[src/rtl/uart_tx_arbiter.sv]
// Message-atomic round-robin arbiter sharing one UART TX FIFO write port among
// NUM_REQ byte-stream requesters, with burst-limit and idle-timeout release.
module uart_tx_arbiter #(
  parameter int NUM_REQ      = 4,
  parameter int DATA_WIDTH   = 8,
  parameter int MAX_BURST    = 16,
  parameter int IDLE_TIMEOUT = 64
) (
  input  logic                          clk,
  input  logic                          rst,
  input  logic [NUM_REQ-1:0]            req_valid_i,
  input  logic [NUM_REQ*DATA_WIDTH-1:0] req_data_i,
  input  logic [NUM_REQ-1:0]            req_last_i,
  output logic [NUM_REQ-1:0]            req_ready_o,
  output logic                          tx_valid_o,
  output logic [DATA_WIDTH-1:0]         tx_data_o,
  input  logic                          tx_ready_i,
  output logic [NUM_REQ-1:0]            grant_o,
  output logic                          busy_o,
  output logic                          forced_rel_o
);

  localparam int IW = (NUM_REQ > 1) ? $clog2(NUM_REQ) : 1;
  localparam int BW = $clog2(MAX_BURST) + 1;
  localparam int TW = $clog2(IDLE_TIMEOUT) + 1;
  localparam logic [BW-1:0] BURST_LAST   = BW'(MAX_BURST - 1);
  localparam logic [TW-1:0] TIMEOUT_LAST = TW'(IDLE_TIMEOUT - 1);
  localparam logic [IW-1:0] OWNER_MAX    = IW'(NUM_REQ - 1);

  typedef enum logic {S_IDLE, S_XFER} state_t;

  state_t          state_q, state_d;
  logic [IW-1:0]   owner_q, owner_d;
  logic [IW-1:0]   rr_ptr_q, rr_ptr_d;
  logic [BW-1:0]   burst_cnt_q, burst_cnt_d;
  logic [TW-1:0]   idle_cnt_q, idle_cnt_d;

  logic [DATA_WIDTH-1:0] req_bytes [NUM_REQ];
  logic [IW-1:0]   winner;
  logic            found;
  logic [IW:0]     cand;
  logic            handshake;
  logic            release_now;

  always_comb begin
    for (int i = 0; i < NUM_REQ; i++) begin
      req_bytes[i] = req_data_i[i*DATA_WIDTH +: DATA_WIDTH];
    end
  end

  // Rotating-priority scan starting at rr_ptr, wrapping modulo NUM_REQ.
  always_comb begin
    winner = rr_ptr_q;
    found  = 1'b0;
    cand   = '0;
    for (int i = 0; i < NUM_REQ; i++) begin
      cand = {1'b0, rr_ptr_q} + (IW+1)'(i);
      if (cand >= (IW+1)'(NUM_REQ)) begin
        cand = cand - (IW+1)'(NUM_REQ);
      end
      if (!found && req_valid_i[cand[IW-1:0]]) begin
        found  = 1'b1;
        winner = cand[IW-1:0];
      end
    end
  end

  // Transfer rule on the TX side: a byte moves on any cycle where
  // tx_valid_o && tx_ready_i; valid never waits on ready, and only the owner sees ready.
  always_comb begin
    state_d      = state_q;
    owner_d      = owner_q;
    rr_ptr_d     = rr_ptr_q;
    burst_cnt_d  = burst_cnt_q;
    idle_cnt_d   = idle_cnt_q;
    tx_valid_o   = 1'b0;
    tx_data_o    = '0;
    req_ready_o  = '0;
    grant_o      = '0;
    busy_o       = 1'b0;
    forced_rel_o = 1'b0;
    handshake    = 1'b0;
    release_now  = 1'b0;

    case (state_q)
      S_IDLE: begin
        if (found) begin
          owner_d     = winner;
          burst_cnt_d = '0;
          idle_cnt_d  = '0;
          state_d     = S_XFER;
        end
      end
      S_XFER: begin
        busy_o               = 1'b1;
        grant_o[owner_q]     = 1'b1;
        tx_valid_o           = req_valid_i[owner_q];
        tx_data_o            = req_bytes[owner_q];
        req_ready_o[owner_q] = tx_ready_i;
        handshake            = req_valid_i[owner_q] && tx_ready_i;

        if (handshake) begin
          burst_cnt_d = burst_cnt_q + 1'b1;
          idle_cnt_d  = '0;
          if (req_last_i[owner_q]) begin
            release_now = 1'b1;
          end else if (burst_cnt_q == BURST_LAST) begin
            release_now  = 1'b1;
            forced_rel_o = 1'b1;
          end
        end else if (!req_valid_i[owner_q]) begin
          // Backpressure (valid high, ready low) deliberately leaves both counters alone.
          if (idle_cnt_q == TIMEOUT_LAST) begin
            release_now  = 1'b1;
            forced_rel_o = 1'b1;
          end else begin
            idle_cnt_d = idle_cnt_q + 1'b1;
          end
        end

        if (release_now) begin
          rr_ptr_d = (owner_q == OWNER_MAX) ? '0 : owner_q + 1'b1;
          state_d  = S_IDLE;
        end
      end
      default: state_d = S_IDLE;
    endcase
  end

  always_ff @(posedge clk) begin
    if (rst) begin
      state_q     <= S_IDLE;
      owner_q     <= '0;
      rr_ptr_q    <= '0;
      burst_cnt_q <= '0;
      idle_cnt_q  <= '0;
    end else begin
      state_q     <= state_d;
      owner_q     <= owner_d;
      rr_ptr_q    <= rr_ptr_d;
      burst_cnt_q <= burst_cnt_d;
      idle_cnt_q  <= idle_cnt_d;
    end
  end

endmodule

[config.mk]
export PLATFORM = sky130hd
export DESIGN_NAME = uart_tx_arbiter
export DESIGN_NICKNAME = d
export VERILOG_FILES = /design/src/rtl/uart_tx_arbiter.sv
export SDC_FILE = /design/constraint.sdc
export NUM_CORES = 1
export LEC_CHECK = 0
export CAP_MARGIN = 20
export CORE_MARGIN = 3
export CORE_UTILIZATION = 30
export CTS_CLUSTER_DIAMETER = 100
export DETAILED_ROUTE_END_ITERATION = 16
export SLEW_MARGIN = 40
export SYNTH_ARGS = -nofsm -noshare
export SYNTH_HDL_FRONTEND = slang
export SYNTH_SLANG_ARGS = --single-unit
[constraint.sdc]
create_clock -name clk -period 1.8 [get_ports clk]
set_clock_uncertainty 0.05 [all_clocks]
set_input_delay 0.36 -clock clk [delete_from_list [all_inputs] [get_ports clk]]
set_output_delay 0.36 -clock clk [all_outputs]
set_load 0.02 [all_outputs]
After elaboration in Yosys (flattened, before gate mapping)
Cells that the tools add are included.

Add/sub/neg operators: 10. Magnitude comparators: 11. Eq/ne operators: 7. Multiplexer cells: 55. Bitwise gates (word level): 3. Reductions and logical operators: 12.

Operator list (number): two-way mux 7 bit (4); two-way mux 1 bit (24); two-way mux 8 bit (3); two-way mux 2 bit (9); binary-select mux 8 bit (select 2 bit) (1); < comparator 2 x 3 -> 1 bit (second input constant) (5); one-hot mux 7 bit (2 select lines) (1); binary-select mux 1 bit (select 2 bit) (6); greater-or-equal comparator 3 bit (second input constant) (4); two-way mux 5 bit (2); one-hot mux 5 bit (2 select lines) (1); two-way mux 4 bit (2); subtractor 2 x 1 -> 2 bit (second input constant) (4); adder 7 x 1 -> 7 bit (second input constant) (1); equality test 7 x 6 -> 1 bit (second input constant) (1); adder 2 x 2 -> 3 bit (second input constant) (2); AND reduction 2 bit (3); adder 5 x 1 -> 5 bit (second input constant) (1); equality test 5 x 4 -> 1 bit (second input constant) (1); logical AND 1 bit (5); AND 4 bit (1); adder 2 x 1 -> 3 bit (second input constant) (1); greater-or-equal comparator 2 x 3 -> 1 bit (second input constant) (1); logical NOT 1 bit (3); other kinds (12) (12).

Register bits: 17. Input port bits: 43. Output and inout bits: 19.

Longest topological paths before layout
Gate-level depths: netlist of run 1.

Depth after elaboration: 16. Mapped depth: 6. Mapped depth without buffers: 6.

Worst setup path after synthesis of run 1
OpenSTA, ideal clock, no wires.

Path type: register -> output. Start: register owner_q[0]. End: output port forced_rel_o. Arrival: 1.616 ns. Path slack: -0.226 ns. Stages on the path, launching flop included: 5. Cell sequence: dfxtp_1 mux4_2 buf_6 o22a_1 nor2_1.

Cells in the longest elaborated chain, start to end: 5.

RTL lines: start: declaration (RTL line 33) `logic [IW-1:0] owner_q, owner_d;`; start signal: assignment (RTL line 139) `owner_q <= owner_d;`; binary-select mux 1 bit (select 2 bit) (on tied branches) (RTL line 100, 111, 105); two-way mux 1 bit (on tied branches) (RTL line 100, 111, 105); two-way mux 1 bit (tied with other cells) (RTL line 111) `end else if (!req_valid_i[owner_q]) begin`; two-way mux 1 bit * (RTL line 102) `if (handshake) begin`; two-way mux 1 bit * (RTL line 85) `case (state_q)`; end: declaration (RTL line 20) `output logic forced_rel_o`.

Mark *: on every way between the ends. The rest lies on a longest branch, timed or not. The select of a mux whose other input is x is not followed.

Worst setup path in the final report of run 1
Same ends and word-level chain as after synthesis.

==> metrics.cfg, run 1 <==
[run_status]
outcome = finished with violations
violations = setup timing

[placement]
place_congestion = 0.857
dp_cells = 293
port_buffers = 61
preCtsSetupSlack_ps = -893
dpl.hpwl_um = 3820
dpl_cell_area_mm2 = 0.00232

[global_routing]
grt_pass1_vias = 1667
grt_overflow_total = 0
track_usage = 0.182
grt_max_degree = 17
grt_first_pass_wirelength_um = 7870
antenna_found_initial = 0

[layout]
drive_gt1_frac = 0.456
area_growth_pct = 91.6
mostFrequentLayoutCell = clkdlybuf4s50_1
layout_common_cells = clkdlybuf4s50_1, buf_4, buf_6, dfxtp_1, and2_4
nFillCells = 369
diodes = 0
multi_input_area_mm2 = 0.00119
ff_latch_area_um2 = 348
fin_area_mm2 = 0.00267
finalNonFillerCells = 302
final_net_count = 301

[sta]
hold_viol = 0
setup_slack_ps = -297
slew_violations = 0
worst_slew_pin_slew_ps = 391
relSlewSlack = 0.737
rsz0062_at_grt = yes
post-route-min-period_ps = 2100
clock.fmax_ghz = 0.477
setup_violations = 20
period_share = 1.17

[yosys]
syn_nets = 202
yosys_most_used_dff = dfxtp_1
yosysUniqueCellTypes = 44
netlist_area_mm2 = 0.00139
ys_seq_area_frac = 0.244
synth_seq_cells = 17
synth_warnings = 0
async_reset_ff_frac = 0
synth_edf_count = 0
syn-mean-instance-area_um2 = 9.16
postSynthCellCount = 152

[power_and_ir_drop]
power_frac_seq = 0.312
p_comb_frac = 0.452
switching_power_mw = 0.404
sw_frac_of_total = 0.317
peakVddDrop_mv = 0.244
leakagePower_nw = 1.06
power.internal_mw = 0.872
power.density_mw_per_mm2 = 478
clockPowerShare = 0.236

[detailed_routing]
wire_per_inst_um = 17.1
vias = 1619
top_layer = met4
drt_iter0_drc = 60
drt-met1-wl_um = 2150
dr_wl_met3_um = 205
wirelength_um = 5160
route.detailed.drc = 0
wl_met2_um = 2750
vias_per_cell = 5.36
firstDrtPassIters = 4
drt.antenna.violating_nets = 0

[worst_hold_path]
min_from = idle_cnt_q[6]$_SDFFE_PP0P_
hold_end = idle_cnt_q[6]$_SDFFE_PP0P_
min_path_type = reg -> reg
whs_path_depth = 2

[setup_path]
end_kind = primary output
reg2reg_depth = 5
cp_slowest_cell = mux4_2
rrSetupSlack_ps = -250
slowest_delay_ps = 550
required_ps = 1390
cp_max_fo = 4
crit_chain = mux4_2 -> o22a_1 -> nor2_4 -> buf_6
r2r-start = owner_q[0]$_SDFFE_PP0P_
crit_arrival_ps = 1690
critical_path_class = reg -> out
crit_path_start_kind = flop
rr_endpoint = idle_cnt_q[2]$_SDFFE_PP0P_

[die]
coreArea_mm2 = 0.00441
fp.dieW_um = 74.1
die-area_mm2 = 0.00550
io_pins = 62
initial_utilization = 0.315
rows = 24
die_h_um = 74.1

[clock_tree]
cts_root_buffer = clkbuf_8
clock_latency_ps = 260
cts_tree = done
clkTransAtPathRegs_ps = 70
cts_made_buffers = 3
cts_buffer_depth = 2
cts_max_level = 1
clock_sinks = 17

[flow_run]
drv_cap = 0

==> registers in the layout, summed over array words and instances, names as in the netlist <==
signal,count
burst_cnt_q,5
idle_cnt_q,7
owner_q,2
rr_ptr_q,2
state_q,1
==> stage by stage <==
step / TNS [ps] / utilization / hold slack (ps) / power (mW)
final: -4160 / 0.605 / 433 / 1.28
after global routing: -5480 / 0.605 / 452 / 1.33
after CTS: -4130 / 0.564 / 424 / 1.21
after detailed placement: -15890 / 0.526 / 398 / 0.861
after global placement: -14950 / 0.526 / 392 / 0.852
after floorplan: -25.8 / - / 373 / 0.620
==> cells in the mapped netlist, types with 2 or more instances <==
cell      instances  area [µm²]
dfxtp_1          17         340
and2_1           13        81.3
and3_1            9        56.3
mux4_2            9         203
nand3_1           9        45.0
nor2_1            8        30.0
ha_1              7        87.6
nand2b_1          7        43.8
inv_1             6        22.5
nand2_1           6        22.5
nor3_1            6        30.0
a21oi_1           4        20.0
clkbuf_1          4        15.0
o21ai_0           4        20.0
a31oi_1           3        18.8
a32o_1            3        30.0
nand4_1           3        18.8
nor2b_1           3        18.8
mux2_2            2        22.5
mux2i_1           2        20.0
nor3b_1           2        15.0
nor4_1            2        12.5
xor2_1            2        17.5
==> cells by family after synthesis <==
kind of cell             count (synthesis)  share of synthesized area
XOR/XNOR                                 2                     0.0126
adder cells (fa/ha/maj)                  7                     0.0629
buffers and inverters                   13                     0.0413
AO/OA/AOI/OAI                           25                      0.137
flip-flops                              17                      0.244
multiplexers                            14                      0.195
AND/OR/NAND/NOR                         74                      0.306
==> layout make-up <==
type / instances / share of cell area
multi-input combinational: 122 / 0.447
clock inverter: 1 / 0.00188
tap: 52 / 0.0244
sequential: 17 / 0.130
inverter: 6 / 0.0122
clock buffer: 3 / 0.0155
timing repair buffer: 101 / 0.368
==> worst max-delay path, delay by kind of cell, from the launching register on <==
family                 cells  cell delay, ps
flip-flops                 1             380
multiplexers               1             550
AND/OR/NAND/NOR            1             100
buffers and inverters      1             120
AO/OA/AOI/OAI              1             280
==> routing by layer <==
| metal | GRT usage | vias up |
|---|---|---|
| met3 | 0.0365 | 6 |
| met2 | 0.323 | 47 |
| li1 | - | 775 |
| met4 | 0.0443 | 0 |
| met1 | 0.226 | 791 |
| met5 | 0 | - |
==> how the worst max path moves through the flow <==
stage	start	end
final	owner_q[0]$_SDFFE_PP0P_	forced_rel_o
after global routing	owner_q[0]$_SDFFE_PP0P_	forced_rel_o
after floorplan	owner_q[0]$_SDFFE_PP0P_	forced_rel_o
after CTS	owner_q[0]$_SDFFE_PP0P_	forced_rel_o
after detailed placement	req_valid_i[2]	forced_rel_o
after global placement	req_valid_i[3]	forced_rel_o
==> power groups by stage <==
stage / clock [mW] / sequential, mW / combinational [mW]
2_1_floorplan: 0 / 0.409 / 0.211
3_3_place_gp: 0 / 0.405 / 0.448
4_1_cts: 0.303 / 0.398 / 0.512
6_report: 0.301 / 0.398 / 0.577
5_1_grt: 0.319 / 0.400 / 0.610
3_5_place_dp: 0 / 0.405 / 0.456
==> timing repair <==
action | CTS | global route
gates resized for setup | 144 | 39
pin swaps | 14 | 4
setup buffers | 3 | 3
hold buffers | 0 | 0
setup endpoints to repair | 33 | 32
Power figures use the tool's default switching activity.
==> inputs of run 2 (changes only) <==
--- a/config.mk
+++ b/config.mk
@@ -10,7 +10,7 @@
 export CORE_UTILIZATION = 30
 export CTS_CLUSTER_DIAMETER = 100
 export DETAILED_ROUTE_END_ITERATION = 16
-export SLEW_MARGIN = 40
+export SLEW_MARGIN = 10
 export SYNTH_ARGS = -nofsm -noshare
 export SYNTH_HDL_FRONTEND = slang
 export SYNTH_SLANG_ARGS = --single-unit
==> results of run 2 <==
Final layout, timing and power as in run 1 (identical DEF).
==> inputs of run 3 (changes only) <==
--- a/config.mk
+++ b/config.mk
@@ -10,7 +10,7 @@
 export CORE_UTILIZATION = 30
 export CTS_CLUSTER_DIAMETER = 100
 export DETAILED_ROUTE_END_ITERATION = 16
-export SLEW_MARGIN = 10
+export SLEW_MARGIN = 20
 export SYNTH_ARGS = -nofsm -noshare
 export SYNTH_HDL_FRONTEND = slang
 export SYNTH_SLANG_ARGS = --single-unit
==> results of run 3 <==
Final layout, timing and power as in run 1 (identical DEF).
